--- config.mk ---
export PLATFORM = sky130hd
export DESIGN_NAME = muldiv_unit
export DESIGN_NICKNAME = d
export VERILOG_FILES = /design/src/rtl/muldiv_unit.sv
export SDC_FILE = /design/constraint.sdc
export NUM_CORES = 1
export LEC_CHECK = 0
export CORE_ASPECT_RATIO = 1.4
export CORE_MARGIN = 5
export CORE_UTILIZATION = 44
export DETAILED_ROUTE_END_ITERATION = 7
export GPL_ROUTABILITY_DRIVEN = 1
export PLACE_DENSITY_LB_ADDON = 0.3
export SETUP_SLACK_MARGIN = 0.5
export SYNTH_ARGS = -nofsm -noshare
export SYNTH_HDL_FRONTEND = slang
export SYNTH_SLANG_ARGS = --single-unit
--- constraint.sdc ---
create_clock -name clk -period 6.5 [get_ports clk]
set_clock_uncertainty 0.2 [all_clocks]
set_input_delay 1.3 -clock clk [delete_from_list [all_inputs] [get_ports clk]]
set_output_delay 1.3 -clock clk [all_outputs]
set_load 0.01 [all_outputs]
--- src/rtl/muldiv_unit.sv ---
// Iterative multiply/divide unit with HI/LO registers.
// One operand bit per cycle: 32 CALC cycles, then one FIX cycle for sign correction.
module muldiv_unit #(
  parameter logic [31:0] ZERO_DIV_LO = 32'hFFFFFFFF
) (
  input  logic        clk,
  input  logic        reset,
  input  logic        start,
  input  logic [1:0]  op,
  input  logic [31:0] a,
  input  logic [31:0] b,
  input  logic        mthi,
  input  logic        mtlo,
  output logic        busy,
  output logic        done,
  output logic [31:0] hi,
  output logic [31:0] lo
);

  typedef enum logic [1:0] {
    S_IDLE,
    S_CALC,
    S_FIX
  } state_t;

  state_t      r_state;
  state_t      w_next;

  logic [4:0]  r_cnt;
  logic        r_is_div;
  logic        r_neg_q;
  logic        r_neg_r;
  logic        r_dz;
  logic [31:0] r_a_raw;
  logic [31:0] r_opb;
  logic [63:0] r_acc;
  logic [32:0] r_rem;
  logic [31:0] r_hi;
  logic [31:0] r_lo;
  logic        r_done;

  logic [31:0] w_abs_a;
  logic [31:0] w_abs_b;
  logic [32:0] w_msum;
  logic [32:0] w_dshift;
  logic [33:0] w_ddiff;
  logic        w_dge;
  logic [63:0] w_prod;
  logic [31:0] w_quot;
  logic [31:0] w_remf;

  // Magnitudes only for signed ops; |0x80000000| stays 0x80000000 as unsigned.
  assign w_abs_a = (~op[0] & a[31]) ? (~a + 32'd1) : a;
  assign w_abs_b = (~op[0] & b[31]) ? (~b + 32'd1) : b;

  // Multiply: r_acc holds {partial product, remaining multiplier bits}.
  assign w_msum   = {1'b0, r_acc[63:32]} + {1'b0, (r_acc[0] ? r_opb : 32'd0)};

  // Divide: r_acc[31:0] shifts dividend bits out and quotient bits in.
  assign w_dshift = {r_rem[31:0], r_acc[31]};
  assign w_ddiff  = {1'b0, w_dshift} - {2'b00, r_opb};
  assign w_dge    = ~w_ddiff[33];

  assign w_prod   = r_neg_q ? (~r_acc + 64'd1) : r_acc;
  assign w_quot   = r_neg_q ? (~r_acc[31:0] + 32'd1) : r_acc[31:0];
  assign w_remf   = r_neg_r ? (~r_rem[31:0] + 32'd1) : r_rem[31:0];

  always_ff @(posedge clk or negedge reset) begin
    if (!reset) begin
      r_state <= S_IDLE;
    end else begin
      r_state <= w_next;
    end
  end

  always_comb begin
    w_next = r_state;
    case (r_state)
      S_IDLE:  if (start) w_next = S_CALC;
      S_CALC:  if (r_cnt == 5'd0) w_next = S_FIX;
      S_FIX:   w_next = S_IDLE;
      default: w_next = S_IDLE;
    endcase
  end

  always_ff @(posedge clk or negedge reset) begin
    if (!reset) begin
      r_cnt    <= '0;
      r_is_div <= 1'b0;
      r_neg_q  <= 1'b0;
      r_neg_r  <= 1'b0;
      r_dz     <= 1'b0;
      r_a_raw  <= '0;
      r_opb    <= '0;
      r_acc    <= '0;
      r_rem    <= '0;
      r_hi     <= '0;
      r_lo     <= '0;
      r_done   <= 1'b0;
    end else begin
      r_done <= 1'b0;
      case (r_state)
        S_IDLE: begin
          if (start) begin
            r_is_div <= op[1];
            r_neg_q  <= ~op[0] & (a[31] ^ b[31]);
            r_neg_r  <= ~op[0] & a[31];
            r_dz     <= op[1] & (b == 32'd0);
            r_a_raw  <= a;
            r_opb    <= op[1] ? w_abs_b : w_abs_a;
            r_acc    <= {32'd0, (op[1] ? w_abs_a : w_abs_b)};
            r_rem    <= '0;
            r_cnt    <= 5'd31;
          end else begin
            if (mthi) r_hi <= a;
            if (mtlo) r_lo <= a;
          end
        end
        S_CALC: begin
          if (r_is_div) begin
            r_rem        <= w_dge ? w_ddiff[32:0] : w_dshift;
            r_acc[31:0]  <= {r_acc[30:0], w_dge};
          end else begin
            r_acc <= {w_msum, r_acc[31:1]};
          end
          r_cnt <= r_cnt - 5'd1;
        end
        S_FIX: begin
          if (r_dz) begin
            r_lo <= ZERO_DIV_LO;
            r_hi <= r_a_raw;
          end else if (r_is_div) begin
            r_lo <= w_quot;
            r_hi <= w_remf;
          end else begin
            r_hi <= w_prod[63:32];
            r_lo <= w_prod[31:0];
          end
          r_done <= 1'b1;
        end
        default: ;
      endcase
    end
  end

  assign busy = (r_state != S_IDLE);
  assign done = r_done;
  assign hi   = r_hi;
  assign lo   = r_lo;

endmodule

# Word-level counts from Yosys, hierarchy flattened
# Cells that the tools add are included.
# Widths: inputs -> output; s select.
# classes
n_addsub,8
n_eq_ne,9
muxes,32
bitwise_logic,12
n_reduce_logical,13
# ops
operator,count
$mux 32,20
$pmux 32 s2,3
$add 32x1->32 const B,4
$mux 64,2
$not 32->32,4
$pmux 64 s2,1
$add 64x1->64 const B,1
$not 64->64,1
$sub 33x32->34,1
$add 32x32->33,1
$logic_not 32->1,1
$ne 2x2->1 const B,7
$reduce_and 3->1,4
$pmux 5 s2,1
$reduce_and 2->1,3
$reduce_bool 2->1,3
$logic_not 5->1,1
$mux 5,1
$sub 5x1->5 const B,1
$and 1x1->1,4
$mux 2,2
$pmux 2 s2,1
$eq 2x1->1 const B,1
$eq 2x2->1 const B,1
4 further kinds,5
# totals
register_bits,236
inputBits,71
output_inout_bits,66
elab_cells,88

# Logic depth before layout (Yosys ltp)
# Gate-level depths: netlist of the first run.
# depth
ltp_word,6
depth_mapped,15
mapped_depth_nobuf,14

# Least setup slack after synthesis of the first run
# OpenSTA, ideal clock, no wires.
# synth_timing
kind,input-to-reg
startpoint,in a[9]
endpoint,reg r_acc[25]
setup_ns,0.137
t_arrival_ns,3.878
required_time_ns,6.163
setup_slack_ns,2.286
path_stages,10
path_buffers,1
cell_sequence,clkbuf_1 > or3_1 > or4_1 > or3b_1 > or2_2 > o31ai_1 > xnor2_1 > o21a_1 > a221oi_1 > a21oi_1
# synth_via
elab_chain_len,6
# synth_rtl
item,line_no,rtl
start: declaration,10,"input logic [31:0] a,"
$not 32->32,53,assign w_abs_a = (~op[0] & a[31]) ? (~a + 32'd1) : a;
$add 32x1->32,53,
$mux 32,53,
$mux 32,111,"r_acc <= {32'd0, (op[1] ? w_abs_a : w_abs_b)};"
$mux 64,104,if (start) begin
$pmux 64 s2,102,case (r_state)
end signal: assignment,111,
end signal: assignment,122,"r_acc[31:0] <= {r_acc[30:0], w_dge};"
end signal: assignment,124,"r_acc <= {w_msum, r_acc[31:1]};"
end: declaration,36,logic [63:0] r_acc;
# Every way passes these cells. The select of a mux whose other input is x is not followed.
# A chain may end at the register's enable or synchronous reset.

# Worst setup path in the final report of the first run
# layout_timing
startpoint,reg r_acc[10]
endpoint,reg r_hi[17] (netlist: hi[17])
# layout_via
elab_chain_len,6
# layout_rtl
item,line_no,rtl
$not 64->64,64,assign w_prod = r_neg_q ? (~r_acc + 64'd1) : r_acc;
$add 64x1->64,64,
$mux 64,64,
$mux 32,132,end else if (r_is_div) begin
$mux 32,129,if (r_dz) begin
$pmux 32 s2,102,
end signal: assignment,131,r_hi <= r_a_raw;
end signal: assignment,134,r_hi <= w_remf;
end signal: assignment,136,r_hi <= w_prod[63:32];
end: declaration,38,logic [31:0] r_hi;
# Every way passes these cells.

==> run summary, run 1 <==
Run status: finished, violations left
Failing checks: design-rule violations
Worst-path clk slew: 0.07 ns
Post-synth EDFFs: 0
Fin cells: 2807
Crit path max-delay family: simple AND/OR/NAND/NOR gates
DP Wirelength: 50700 um
Root Buffer: clkbuf_16
DIE AREA: 44200 sq um
Post-Route WL: 67000 um
Reg2reg setup slack: 1.85 ns
Total gr overflow: 0
Critical Path Source: r_acc[10]$_DFFE_PN0P_
Syn Area/Cell: 7.95 sq um
Number of max-cap violations: 0
Clock sink count: 236
Clock latency at the later pin of the worst-skew pair: 0.57 ns
Top FF cell, synth: dfrtp_1
Hold Buf Count CTS: 0
Pwr Density: 555 nW/um^2
FF-to-FF End: hi[17]$_DFFE_PN0P_
Critical Path Slowest Stage Cell: nor4_1
Initial antenna violation count: 1
CP Max Fanout: 10
Synth async-reset ratio: 100%
Core area: 39500 sq um
Nets: 2402
DR vias: 17500
Worst-case clock buffer depth: 3
GRT Total Usage: 29.7%
Reg2Reg Depth: 10
CP peak stage delay: 0.67 ns
Count of final setup violators: 0
PortBufs: 136
Effective utilization at floorplan: 44.6%
Worst endpoint required time: 6.75 ns
Startpoint Class: flip-flop
CTS tree: done
Synth top area cells: dfrtp_1 (34%), nand2_1 (6.9%), o21ai_0 (6.1%), a21oi_1 (5.0%), ha_1 (5.0%)
Final setup TNS: 0 ns
GPL Wtd Cong: 0.979
Die X: 179 um
RR Startpoint: r_acc[10]$_DFFE_PN0P_
Layout cells sized above 1: 4.65%
Critical Path AT: 4.89 ns
Slew @ Worst Pin: 1.02 ns
ANT cells: 0
F_max: 0.215 GHz
Post_cts resized: 0
DR WL/cell: 23.9 um
# DRC: 1
Number of global-route vias before repair: 16700
WS Path Type: flip-flop to flip-flop
Peak VDD IR: 260 uV
Critical Path Stages: 10
Row Count: 86
Max-slew headroom: 32.1%
Final Hold Fails: 0
Number of iterations in the first detailed-routing pass: 8
H-tree Lvls: 1
Pleak: 0.00846 uW
DRT antenna net count: 0
I/O pin count: 137
Crit path capture: hi[17]$_DFFE_PN0P_
Die Ht: 247 um
Nature of the critical path endpoint: flip-flop
First-pass GRT wire length: 101000 um
RSZ-0062 raised after global routing: no
HP Class: flip-flop to flip-flop
Netlist cell types: 75
Buf/Inv on CP: 0
Largest area contributor in the netlist: dfrtp_1
Cells along the critical path: or4_1, nor4_1, nand3_1, or3_1, or3_1, nor4_1, mux2i_1, nor2_1, a21oi_1, a21oi_1
Seq cells post-synth: 236
Via/cell ratio: 6.25
Syn nets: 2359
Pins Over Slew Limit: 0
Mapped cell area: 17600 sq um
Cts bufs inserted: 26
Syn Inst Count: 2216
Yosys top cell area share: 33.5%
Tcrit/Tclk final: 71.5%
Setup Fix Bufs, Post-CTS: 0
P&R area growth vs syn: 15.1%
Largest net degree at the start of global routing: 140
DRT iter0 DRCs: 1978
Register area share after synthesis: 33.5%
Dpl cells: 2759
Tmin final: 4.65 ns
Synth warn: 0
Yosys cell counts (13+ instances only):
cell type  instances
xnor2_1          100
a21oi_1          176
clkbuf_1         130
a211oi_1          54
o21a_1            13
mux2i_1           41
nor3_1            35
dfrtp_1          236
o21ai_0          216
buf_1             14
nor4_1            17
nand3_1           29
xor2_1            88
nor2_1           174
o211ai_1          28
or3_1             32
nand2_1          323
a21o_1            25
nor2b_1           19
inv_1             62
o31ai_1           42
a22o_1            24
ha_1              70
or4_1             14
a31oi_1           22
nand2b_1          34
o22ai_1           49
tightest hold or removal path, delay by kind of cell, from the launching register on:
family,cells,cell delay (ns)
compound gates,1,0.06
flops,1,0.34
simple gates,1,0.05
registers in the layout, summed over array words and instances, names as in the netlist:
name and cells:
r_neg_r 1, r_dz 1, done 1, r_cnt 5, r_neg_q 1, hi 32, r_is_div 1, r_acc 64
lo 32, r_rem 32, r_a_raw 32, r_opb 32, r_state 2
report_power, final:
part	leakage, uW	internal [uW]	switching [uW]
sequential	0.00288	2190	961
clock	0.000457	975	695
combinational	0.00513	2660	3770
total	0.00846	5820	5430
logic make-up after synthesis:
kind of cell	Yosys count	share of synthesized area, %
compound gates	734	26.0
mux	43	2.46
simple gates	729	18.8
flops	236	33.5
fa+ha+maj	72	5.20
buf+inv	214	4.64
xor+xnor	188	9.35
stage by stage:
step / utilization (%) / cell area (sq um) / hold slack (ns) / worst slack [ns] / total power [uW]
CTS: 51.4 / 20300 / 0.283 / 1.98 / 11200
finish: 51.4 / 20300 / 0.278 / 1.85 / 11300
floorplan: - / 17600 / 0.246 / 2.29 / 7240
global placement: 48.9 / 19300 / 0.258 / 1.70 / 9300
global route: 51.4 / 20300 / 0.298 / 1.70 / 12000
detailed placement: 48.9 / 19300 / 0.266 / 1.63 / 9460
cells in the final DEF, fill, tap and decap left out, types with 41 or more instances in the layout:
| cell | synthesis | routed |
|---|---|---|
| nand2_1 | 323 | 323 |
| xor2_1 | 88 | 88 |
| clkdlybuf4s50_1 | 0 | 134 |
| ha_1 | 70 | 70 |
| o22ai_1 | 49 | 49 |
| mux2i_1 | 41 | 41 |
| dfrtp_1 | 236 | 234 |
| xnor2_1 | 100 | 100 |
| nor2_1 | 174 | 171 |
| o21ai_0 | 216 | 216 |
| a21oi_1 | 176 | 176 |
| o31ai_1 | 42 | 42 |
| a211oi_1 | 54 | 53 |
| inv_1 | 62 | 62 |
how the worst min path moves through the flow:
stage	from	endpoint	slack, ns	cells past startpoint
finish	lo[3]$_DFFE_PN0P_	lo[3]$_DFFE_PN0P_	0.28	2
floorplan	r_a_raw[31]$_DFFE_PN0P_	r_a_raw[31]$_DFFE_PN0P_	0.25	2
global placement	r_a_raw[25]$_DFFE_PN0P_	r_a_raw[25]$_DFFE_PN0P_	0.26	2
CTS	lo[5]$_DFFE_PN0P_	lo[5]$_DFFE_PN0P_	0.28	2
global route	r_a_raw[11]$_DFFE_PN0P_	r_a_raw[11]$_DFFE_PN0P_	0.30	2
detailed placement	r_a_raw[9]$_DFFE_PN0P_	r_a_raw[9]$_DFFE_PN0P_	0.27	2
layer usage:
| layer | track usage, % | wire (um) |
|---|---|---|
| met2 | 49.1 | 31700 |
| met5 | 0 | 13 |
| met4 | 22.8 | 6370 |
| met3 | 4.86 | 4960 |
| met1 | 33.8 | 24000 |
final cells by class:
cell class / count / area, sq um
clock buffer: 29 / 692
clock inverter: 19 / 260
fill: 3752 / 19200
inverter: 65 / 244
multi-input combinational: 1766 / 10900
sequential: 236 / 5910
tap: 528 / 661
timing repair buffer: 164 / 1580
No activity file was read; power rests on OpenSTA's default activity.
==> run 2: changes to the inputs <==
clock period = 3.9 ns   (was 6.5 ns; I/O delays follow)
==> run 2 against run 1 <==
  * The run now ends clean
  * Routed wire length increased by 6.8%
  * Register-to-register slack got worse by 1.7 ns
  * First-iteration DRC count decreased by 9.5%
  * Cell area increased by 13%
  * Power increased by 87%
  * Combinational power increased by 110%
  * Non-clock buffer count increased by 215
  * Sequential share of layout area decreased by 3.3 points
  * Setup slack got worse by 1.7 ns
  * Sequential power increased by 58%
  * Via count increased by 5.0%
  * Largest power group unchanged
  * Highest routed layer is now met4
==> run summary, run 2 (synthesis results as in run 1) <==
Run status: completed (was finished, violations left)
Slew @ Worst Pin: 1.31 ns (was 1.02 ns)
Worst endpoint required time: 4.21 ns (was 6.75 ns)
Tmin final: 3.72 ns (was 4.65 ns)
F_max: 0.269 GHz (was 0.215 GHz)
HP Class: input pin to asynchronous set/reset pin (was flip-flop to flip-flop)
Layout cells sized above 1: 18.1% (was 4.65%)
Pwr Density: 922 nW/um^2 (was 555 nW/um^2)
Placed cell areas: 20700 sq um (was 19300 sq um)
P&R area growth vs syn: 29.7% (was 15.1%)
First-pass GRT wire length: 106000 um (was 101000 um)
Critical Path AT: 4.03 ns (was 4.89 ns)
CP Max Fanout: 3 (was 10)
DR WL/cell: 23.7 um (was 23.9 um)
GPL Wtd Cong: 0.989 (was 0.979)
Largest net degree at the start of global routing: 98 (was 140)
Setup ws final: 0.180 ns (was 1.85 ns)
Final setup TNS: 0 ns (unchanged)
Die X: 179 um (unchanged)
ANT cells: 0 (unchanged)
Root Buffer: clkbuf_16 (unchanged)
Pre-CTS WS: -0.110 ns (was 1.63 ns)
# DRC: 0 (was 1)
DIE AREA: 44200 sq um (unchanged)
Number of global-route vias before repair: 17700 (was 16700)
Top reg by flops: r_acc (unchanged)
Pins Over Slew Limit: 0 (unchanged)
Row Count: 86 (unchanged)
Layout Utilization: 57.9% (was 51.4%)
Clock latency at the later pin of the worst-skew pair: 0.57 ns (about the same)
Effective utilization at floorplan: 44.6% (unchanged)
Initial antenna violation count: 0 (was 1)
Critical Path Slowest Stage Cell: or4_4 (was nor4_1)
Hold Buf Count CTS: 0 (unchanged)
Final Hold Fails: 0 (unchanged)
Max reg flops: 64 (unchanged)
Peak VDD IR: 547 uV (was 260 uV)
Count of final setup violators: 0 (unchanged)
H-tree Lvls: 1 (unchanged)
Startpoint Class: flip-flop (unchanged)
Via/cell ratio: 6.09 (was 6.25)
DRT iter0 DRCs: 1790 (was 1978)
CP peak stage delay: 0.53 ns (was 0.67 ns)
Number of max-cap violations: 0 (unchanged)
Clock sink count: 236 (unchanged)
Max-slew headroom: 11.5% (was 32.1%)
DR vias: 18400 (was 17500)
RSZ-0062 raised after global routing: yes (was no)
Most frequent CP cell: or3_4
PortBufs: 136 (unchanged)
Cts bufs inserted: 27 (was 26)
Post-route cell area: 22800 sq um (was 20300 sq um)
Core area: 39500 sq um (unchanged)
Nature of the critical path endpoint: flip-flop (unchanged)
DRT antenna net count: 0 (unchanged)
WS Path Type: flip-flop to flip-flop (unchanged)
Tcrit/Tclk final: 95.4% (was 71.5%)
Most frequent cells in the layout: nand2_1 (319), dfrtp_1 (230), buf_4 (224) (was nand2_1 (323), dfrtp_1 (234), o21ai_0 (216))
Post-Route WL: 71600 um (was 67000 um)
CTS tree: done (unchanged)
DP Wirelength: 54000 um (was 50700 um)
Commonest non-fill, non-tap cell in the layout: nand2_1 (unchanged)
Worst-case clock buffer depth: 3 (unchanged)
Total gr overflow: 0 (unchanged)
GRT Total Usage: 31.2% (was 29.7%)
# fillers: 3568 (was 3752)
Cells along the critical path: or4_4, or3_4, or4_4, or3_4, or3_4, or4_1, nand3_1, o221ai_2, o21ai_2, a21o_1 (was or4_1, nor4_1, nand3_1, or3_1, or3_1, nor4_1, mux2i_1, nor2_1, a21oi_1, a21oi_1)
Worst-path clk slew: 0.06 ns (was 0.07 ns)
Number of iterations in the first detailed-routing pass: 6 (was 8)
Die Ht: 247 um (unchanged)
Pleak: 0.00968 uW (was 0.00846 uW)
Nets: 2618 (was 2402)
I/O pin count: 137 (unchanged)
[run 2: changes by cell type in the layout (fill, tap and decap cells not counted), sizes merged]
cell,delta
bufinv,-2
clkdlybuf4s50,-3
buf,+213
inv,+2
clkinvlp,-1
clkbuf,+7
dlygate4sd2,+1
clkinv,-2
dlymetal6s2s,+2
[run 2: power breakdown]
| part | switching [uW] | leakage [uW] | total [uW] | internal (uW) |
|---|---|---|---|---|
| registers | 1330 | 0.00287 | 4990 | 3660 |
| logic | 7340 | 0.00635 | 13300 | 5990 |
| clock network | 1160 | 0.000457 | 2740 | 1580 |
[run 2: cell type report]
type | count | area [sq um] | share of cell area, %
Clock buffer | 34 | 752 | 3.29
Clock inverter | 16 | 191 | 0.838
Inverter | 65 | 249 | 1.09
Multi-Input combinational cell | 1766 | 11700 | 51.4
Sequential cell | 236 | 5920 | 25.9
Tap cell | 528 | 661 | 2.89
Timing Repair Buffer | 379 | 3340 | 14.6
[run 2: layer usage]
metal / vias to the layer above / global-route usage, % / share of wire, %
li1: 8460 / - / -
met1: 8831 / 36.5 / 37
met2: 862 / 53.7 / 48
met3: 250 / 3.61 / 6.8
met4: 0 / 20.0 / 8.5
met5: - / 0 / 0
[run 2: final timing paths]
| path | start | slack (ns) | to | cells after the start |
|---|---|---|---|---|
| setup / recovery | r_acc[27]$_DFFE_PN0P_ | 0.18 | hi[27]$_DFFE_PN0P_ | 10 |
| min in group clk | lo[9]$_DFFE_PN0P_ | 0.28 | lo[9]$_DFFE_PN0P_ | 2 |
| max in group asynchronous | reset | 2.51 | r_rem[0]$_DFFE_PN0P_ | 2 |
| setup reg to reg | r_acc[27]$_DFFE_PN0P_ | 0.18 | hi[27]$_DFFE_PN0P_ | 10 |
| hold / removal | reset | 0.02 | lo[5]$_DFFE_PN0P_ | 1 |
| hold reg to reg | lo[9]$_DFFE_PN0P_ | 0.28 | lo[9]$_DFFE_PN0P_ | 2 |
[run 2: repair_timing]
| item | CTS | global route |
|---|---|---|
| cloned | 0 | 2 |
| setup buffers | 16 | 24 |
| resized for setup | 73 | 117 |
| pin swaps | 18 | 50 |
| setup endpoints to repair | 70 | 87 |
[run 2: critical path, delay by kind of cell, from the launching register on]
kind | cells | cell delay [ns]
simple gates | 7 | 2.58
compound gates | 3 | 0.49
flops | 1 | 0.38
[run 2: through the flow]
step	cells	hold WS (ns)	total power [uW]
3_5_place_dp	2932	0.262	16700
4_1_cts	2998	0.0502	20100
6_report	3024	0.0165	21100
5_1_grt	3024	0.0831	22400
3_3_place_gp	2932	0.260	16400
2_1_floorplan	2216	0.246	12100
